[src/rtl/operand_sequencer.sv]
// Purpose: stores 4 weights + 4 inputs from a host byte stream and sequences one 2x2 MMU feeder pass.
// Latency: en rises the cycle after the 8th byte (or a rerun start) is taken; a pass lasts LAST_CYCLE+1 cycles.
// Backpressure: load_ready is low for the whole pass; host bytes and start are ignored while busy.
module operand_sequencer #(
    parameter int LAST_CYCLE = 5,
    parameter int OUT_FIRST  = 2
) (
    input  logic       clk,
    input  logic       rst_n,
    input  logic       load_valid,
    input  logic [7:0] load_data,
    output logic       load_ready,
    input  logic       start,
    output logic [7:0] weight0,
    output logic [7:0] weight1,
    output logic [7:0] weight2,
    output logic [7:0] weight3,
    output logic [7:0] input0,
    output logic [7:0] input1,
    output logic [7:0] input2,
    output logic [7:0] input3,
    output logic       en,
    output logic [3:0] compute_cycles,
    output logic [1:0] output_sel,
    output logic       busy,
    output logic [2:0] byte_cnt
);

    typedef enum logic {
        LOAD    = 1'b0,
        COMPUTE = 1'b1
    } state_t;

    localparam logic [3:0] LAST   = 4'(LAST_CYCLE);
    localparam logic [3:0] OF_LO  = 4'(OUT_FIRST);
    localparam logic [4:0] OF_HI  = 5'(OUT_FIRST + 3);

    state_t          state;
    state_t          state_nxt;
    logic [7:0][7:0] opnd;
    logic            accept;
    logic            rerun;
    logic            last;

    // A byte is taken only while idle; a rerun needs an empty load and loses to a concurrent byte.
    assign accept = load_valid && load_ready;
    assign rerun  = (state == LOAD) && start && !load_valid && (byte_cnt == 3'd0);
    assign last   = (compute_cycles == LAST);

    // State register.
    always_ff @(posedge clk or negedge rst_n) begin
        if (!rst_n) state <= LOAD;
        else        state <= state_nxt;
    end

    // Next state: enter a pass on the 8th byte or a rerun, leave after the last compute cycle.
    always_comb begin
        state_nxt = state;
        case (state)
            LOAD:    if ((accept && byte_cnt == 3'd7) || rerun) state_nxt = COMPUTE;
            COMPUTE: if (last) state_nxt = LOAD;
            default: state_nxt = LOAD;
        endcase
    end

    // Outputs decoded from the state flop and cycle counter; en comes straight off the state register.
    always_comb begin
        busy       = (state == COMPUTE);
        en         = busy;
        load_ready = !busy;
        output_sel = 2'b00;
        if (en && compute_cycles >= OF_LO && {1'b0, compute_cycles} <= OF_HI)
            output_sel = compute_cycles[1:0] - OF_LO[1:0];
    end

    // Byte counter and operand slots; the 3-bit counter wraps to 0 after slot 7.
    always_ff @(posedge clk or negedge rst_n) begin
        if (!rst_n) begin
            byte_cnt <= 3'd0;
            opnd     <= '0;
        end else if (accept) begin
            opnd[byte_cnt] <= load_data;
            byte_cnt       <= byte_cnt + 3'd1;
        end
    end

    // Cycle index: counts through the pass and is parked at 0 while loading.
    always_ff @(posedge clk or negedge rst_n) begin
        if (!rst_n)                            compute_cycles <= 4'd0;
        else if (state == COMPUTE && !last)    compute_cycles <= compute_cycles + 4'd1;
        else                                   compute_cycles <= 4'd0;
    end

    assign weight0 = opnd[0];
    assign weight1 = opnd[1];
    assign weight2 = opnd[2];
    assign weight3 = opnd[3];
    assign input0  = opnd[4];
    assign input1  = opnd[5];
    assign input2  = opnd[6];
    assign input3  = opnd[7];

endmodule
[config.mk]
export PLATFORM = sky130hd
export DESIGN_NAME = operand_sequencer
export DESIGN_NICKNAME = d
export VERILOG_FILES = /design/src/rtl/operand_sequencer.sv
export SDC_FILE = /design/constraint.sdc
export NUM_CORES = 1
export LEC_CHECK = 0
export CAP_MARGIN = 20
export CORE_UTILIZATION = 48
export CTS_BUF_LIST = sky130_fd_sc_hd__clkbuf_8
export CTS_CLUSTER_SIZE = 24
export DETAILED_ROUTE_END_ITERATION = 8
export PLACE_DENSITY = 0.81
export SYNTH_ARGS = -nofsm -noshare
export SYNTH_HDL_FRONTEND = slang
export SYNTH_SLANG_ARGS = --single-unit
[constraint.sdc]
create_clock -name clk -period 1.7 [get_ports clk]
set_input_delay 0.17 -clock clk [delete_from_list [all_inputs] [get_ports clk]]
set_output_delay 0.17 -clock clk [all_outputs]
set_load 0.1 [all_outputs]
[Word level (Yosys, flattened, before mapping)]
Index checks and enable logic that the tools add are counted.
Word-level totals
  output and inout port bits: 76
  bits in registers: 72
  word-level logic and storage cells: 43
  bits of input ports: 12
Operators by class
  order comparisons: 4
  add/subtract/negate cells: 3
  bitwise logic cells: 1
  eq/ne operators: 2
  reduce and logical (&&, ||, !) cells: 14
  muxes and demuxes: 8
Operators by type and width (number)
  64-bit bitwise mux: 1
  8-bit demux with 3-bit select: 1
  1-bit logical AND: 9
  8-bit two-way mux: 1
  4-bit by 1-bit adder with 4-bit output, second input constant: 1
  4-bit by 3-bit == test with 1-bit output, second input constant: 1
  4-bit by 2-bit >= comparator with 1-bit output, second input constant: 1
  4-bit by 3-bit <= comparator with 1-bit output, second input constant: 1
  3-bit by 4-bit less-than comparator with 1-bit output, second input constant: 1
  4-bit two-way mux: 1
  3-bit by 1-bit adder with 3-bit output, second input constant: 1
  3-bit == test, second input constant: 1
  3-bit by 1-bit >= comparator with 1-bit output, second input constant: 1
  1-bit zero test: 3
  3-bit zero test: 1
  1-bit two-way mux: 2
  2-bit two-way mux: 1
  1-bit case mux with 2 select lines: 1
  2-bit subtractor, second input constant: 1
  1-bit logical OR: 1
  1-bit inverter: 1

[Longest topological paths before layout]
  depth after elaboration: 7
  mapped depth: 5
  gate-level depth less buffers: 5

[Worst setup path after synthesis]
No wires, ideal clock.
  path type: register to output
  from: register state (netlist: busy)
  to: output port output_sel[0]
  stages on the path, launching flop included: 3
  path slack: -3.590 ns
  path buffers: 0
  required time: 1.530 ns
  data arrival time: 5.120 ns
  cells stage by stage: dfrtp_1 inv_1 nor4b_1
Between the ends
  word-level cells in the longest chain between the ends: 3
RTL lines
  start, declared: line 38  | state_t state;
  start signal, assigned: line 53  | else state <= state_nxt;
  1-bit logical AND (2 in series): line 72  | if (en && compute_cycles >= OF_LO && {1'b0, compute_cycles} <= OF_HI)
  2-bit two-way mux: line 72
  end, declared: line 24  | output logic [1:0] output_sel,
Every way passes these cells.

[Final worst setup path]
  from: register compute_cycles[0]
  to: output port output_sel[1]
Between the ends
  word-level cells in the longest chain between the ends: 4
  elaborated cells on any way between the ends: 6
  those cells by class: 1 x add/sub; 2 x order compare; 1 x mux; 2 x reduce/logical
RTL lines
  start, declared: line 23  | output logic [3:0] compute_cycles,
  start signal, assigned: line 90  | else if (state == COMPUTE && !last) compute_cycles <= compute_cycles + 4'd1;
  4-bit by 2-bit >= comparator with 1-bit output: line 72
  1-bit logical AND (2 in series): line 72
  2-bit two-way mux *: line 72
Mark *: on every way between the ends. The rest lies on a longest branch, timed or not.

==> results.md <==
- Post-synth EDFFs: 0
- Initial Util: 0.496
- Syn avg cell area: 15.6 sq um
- Worst Setup EP: output_sel[1]
- Synth top area cells: dfrtp_1 (61%), mux2_2 (25%), ha_1 (3.0%), nor3b_4 (1.3%), nand3_2 (0.68%)
- Clk sink count: 72
- Register area share after synthesis: 0.614
- Commonest non-fill, non-tap cells in the layout: buf_4 (87), dfrtp_1 (66), mux2_2 (50)
- Wirelength per Cell: 17.2 um
- Final setup viols: 2
- Synth top area share: 0.614
- Req. time, crit path: 1530 ps
- Post-synth ARST share: 1.00
- Failing checks: setup timing
- Hold slack: 255 ps
- ANT nets after route: 0
- First-pass GRT wire length: 10600 um
- Initial antenna violation count: 0
- CTS clk-pin slew, worst paths: 90 ps
- Status: finished with violations
- Share of layout cells above drive strength 1: 0.671
- Xor-xnor portion of the synthesized cell area: 0.00298
- FF/Latch Area: 0.00182 sq mm
- Clock latency on the worst-skew pair: 340 ps
- Dpl cells: 366
- CTS tree: done
- H-tree Lvls: 3
- Max-cap check violation count: 0
- Reg2reg end: input2[0]
- Die Width: 80.2 um
- Layout fillers: 370
- Post-synthesis simple-gate area fraction: 0.0793
- First-pass iteration count of the detailed router: 4
- Final Non-Filler Cells: 394
- Distinct cells, synth: 27
- Slew HR: 0.741
- Post-Synth Adder-Cell Area: 0.0298
- Clock buffer depth: 2
- DR vias/cell: 5.06
- Synth Flop Type: dfrtp_1
- Routability Congestion: 0.739
- Mapped Area: 0.00294 sq mm
- Vias in the first global route: 2007
- Die H: 80.2 um
- Setup Skew: 8.38 ps
- Synth Register Bits: 72
- Crit path launch type: flip-flop
- Actual transition at the worst max-transition pin: 388 ps
- Core Region: 0.00592 sq mm
- Largest family of logic cells by synthesized area: multiplexers
- Post-synth net total: 207
- Hold Violations, Final: 0
- Max Fanout on Critical Path: 4
- Final wirelength: 6770 um
- Rows: 28
- Total CTS buffers: 9
- Worst reg-to-reg path cell count: 4
- DIE AREA: 0.00643 sq mm
- Global Route Usage Sum: 0.227
- Synth Area in Compound Gates: 0.00852
- Post-DP HPWL: 4740 um
- Critical path origin: compute_cycles[0]
- Synth-to-Final Area Change: 54.1%
- DRC viols: 0
- CP Class: reg2out
- Grt total ovfl: 0
- Worst min-delay path category: in2async
- Nets: 333
- Most common cell after layout, fill and taps aside: buf_4
- Tcrit/Tclk final: 1.08
- Via count: 1995
- Final Max Slew Viols: 0
- # diodes: 0
- Ys Warns: 0
- DRT iter0 DRCs: 67
- Area occupied by multi-input gates: 0.00123 sq mm
- FMAX: 546 MHz
- Kind of end point of the critical path: output port
- Post-synth top area cell: dfrtp_1
- Arrival @ worst endpoint: 1660 ps
- Clock root cell: clkbuf_8
- Final WS setup: -130 ps
- Tmin final: 1830 ps
- RSZ-0062 raised after global routing: true
- Reg-to-reg setup timing slack: 110 ps
- IO buf count: 87
- Critical R2R Launch: byte_cnt[0]
- Post-synthesis mux area share: 0.253
- IO Pins: 88
- Largest net degree at the start of global routing: 26
- Post-Syn Instances: 188
cells in the mapped netlist, types with 3 or more instances:
cell type and n:
a21oi_1 3, inv_1 5, ha_1 7, nand2_1 3, mux2_2 65, dfrtp_1 72
nor2_1 5
flip-flops by register name, summed over array words and instances (netlist names):
signal and count:
busy 1, byte_cnt 3, compute_cycles 4, input0 8
input1 8, input2 8, input3 8, weight0 8
weight1 8, weight2 8, weight3 8
area by class of cell:
type                    instances  share of cell area
well taps                      75              0.0207
inverters                       5             0.00608
repair buffers                118               0.249
clock inverters                 7              0.0227
multi-input cells             108               0.272
flip-flops and latches         72               0.402
clock buffers                   9              0.0274
per-stage QoR:
step / setup WS (ps) / setup TNS, ps / instance area (sq um) / utilization
after global placement: -62.0 / -1300 / 4140 / 0.699
after floorplan: -942 / -2890 / 3050 / -
after detailed placement: -121 / -2710 / 4140 / 0.699
final: -130 / -258 / 4520 / 0.764
after global routing: -210 / -415 / 4520 / 0.764
after CTS: -132 / -263 / 4480 / 0.757
critical path, stage by stage, from the launching register on:
cell	delay, ps
dfrtp_2	430
buf_6	120
ha_4	130
nor2_2	50
a21oi_2	130
nor4b_4	260
buf_12	210
how the worst min path moves through the flow:
stage	endpoint	cells after the start	startpoint	slack, ps
5_1_grt	input2[6]	2	rst_n	300
3_3_place_gp	input2[6]	1	rst_n	90
6_report	input3[6]	2	rst_n	250
3_5_place_dp	input2[6]	1	rst_n	100
4_1_cts	input2[6]	2	rst_n	250
2_1_floorplan	compute_cycles[0]	0	rst_n	-130
routing by layer:
metal,GRT usage,vias to the layer above,wire length (um)
met5,0,-,0
met4,0.0589,0,59
met3,0.0545,9,275
met2,0.380,55,3460
met1,0.296,1016,2970
li1,-,915,-
cell families (layout without fill, tap and decap cells):
family / after synthesis / in the layout
fa+ha+maj: 7 / 7
xor+xnor: 1 / 1
simple gates: 29 / 29
buf+inv: 8 / 139
compound gates: 5 / 5
mux: 66 / 66
flops: 72 / 72
repair_timing:
action	in CTS	in global routing
buffers inserted	7	5
gates resized for setup	14	3
endpoints found under the setup margin	2	3
hold buffers	1	0
hold endpoints to repair	12	0
pin swaps	5	0
Power is not shown: default switching activity piles up to over one toggle a cycle in this logic, so the estimate is an artifact.
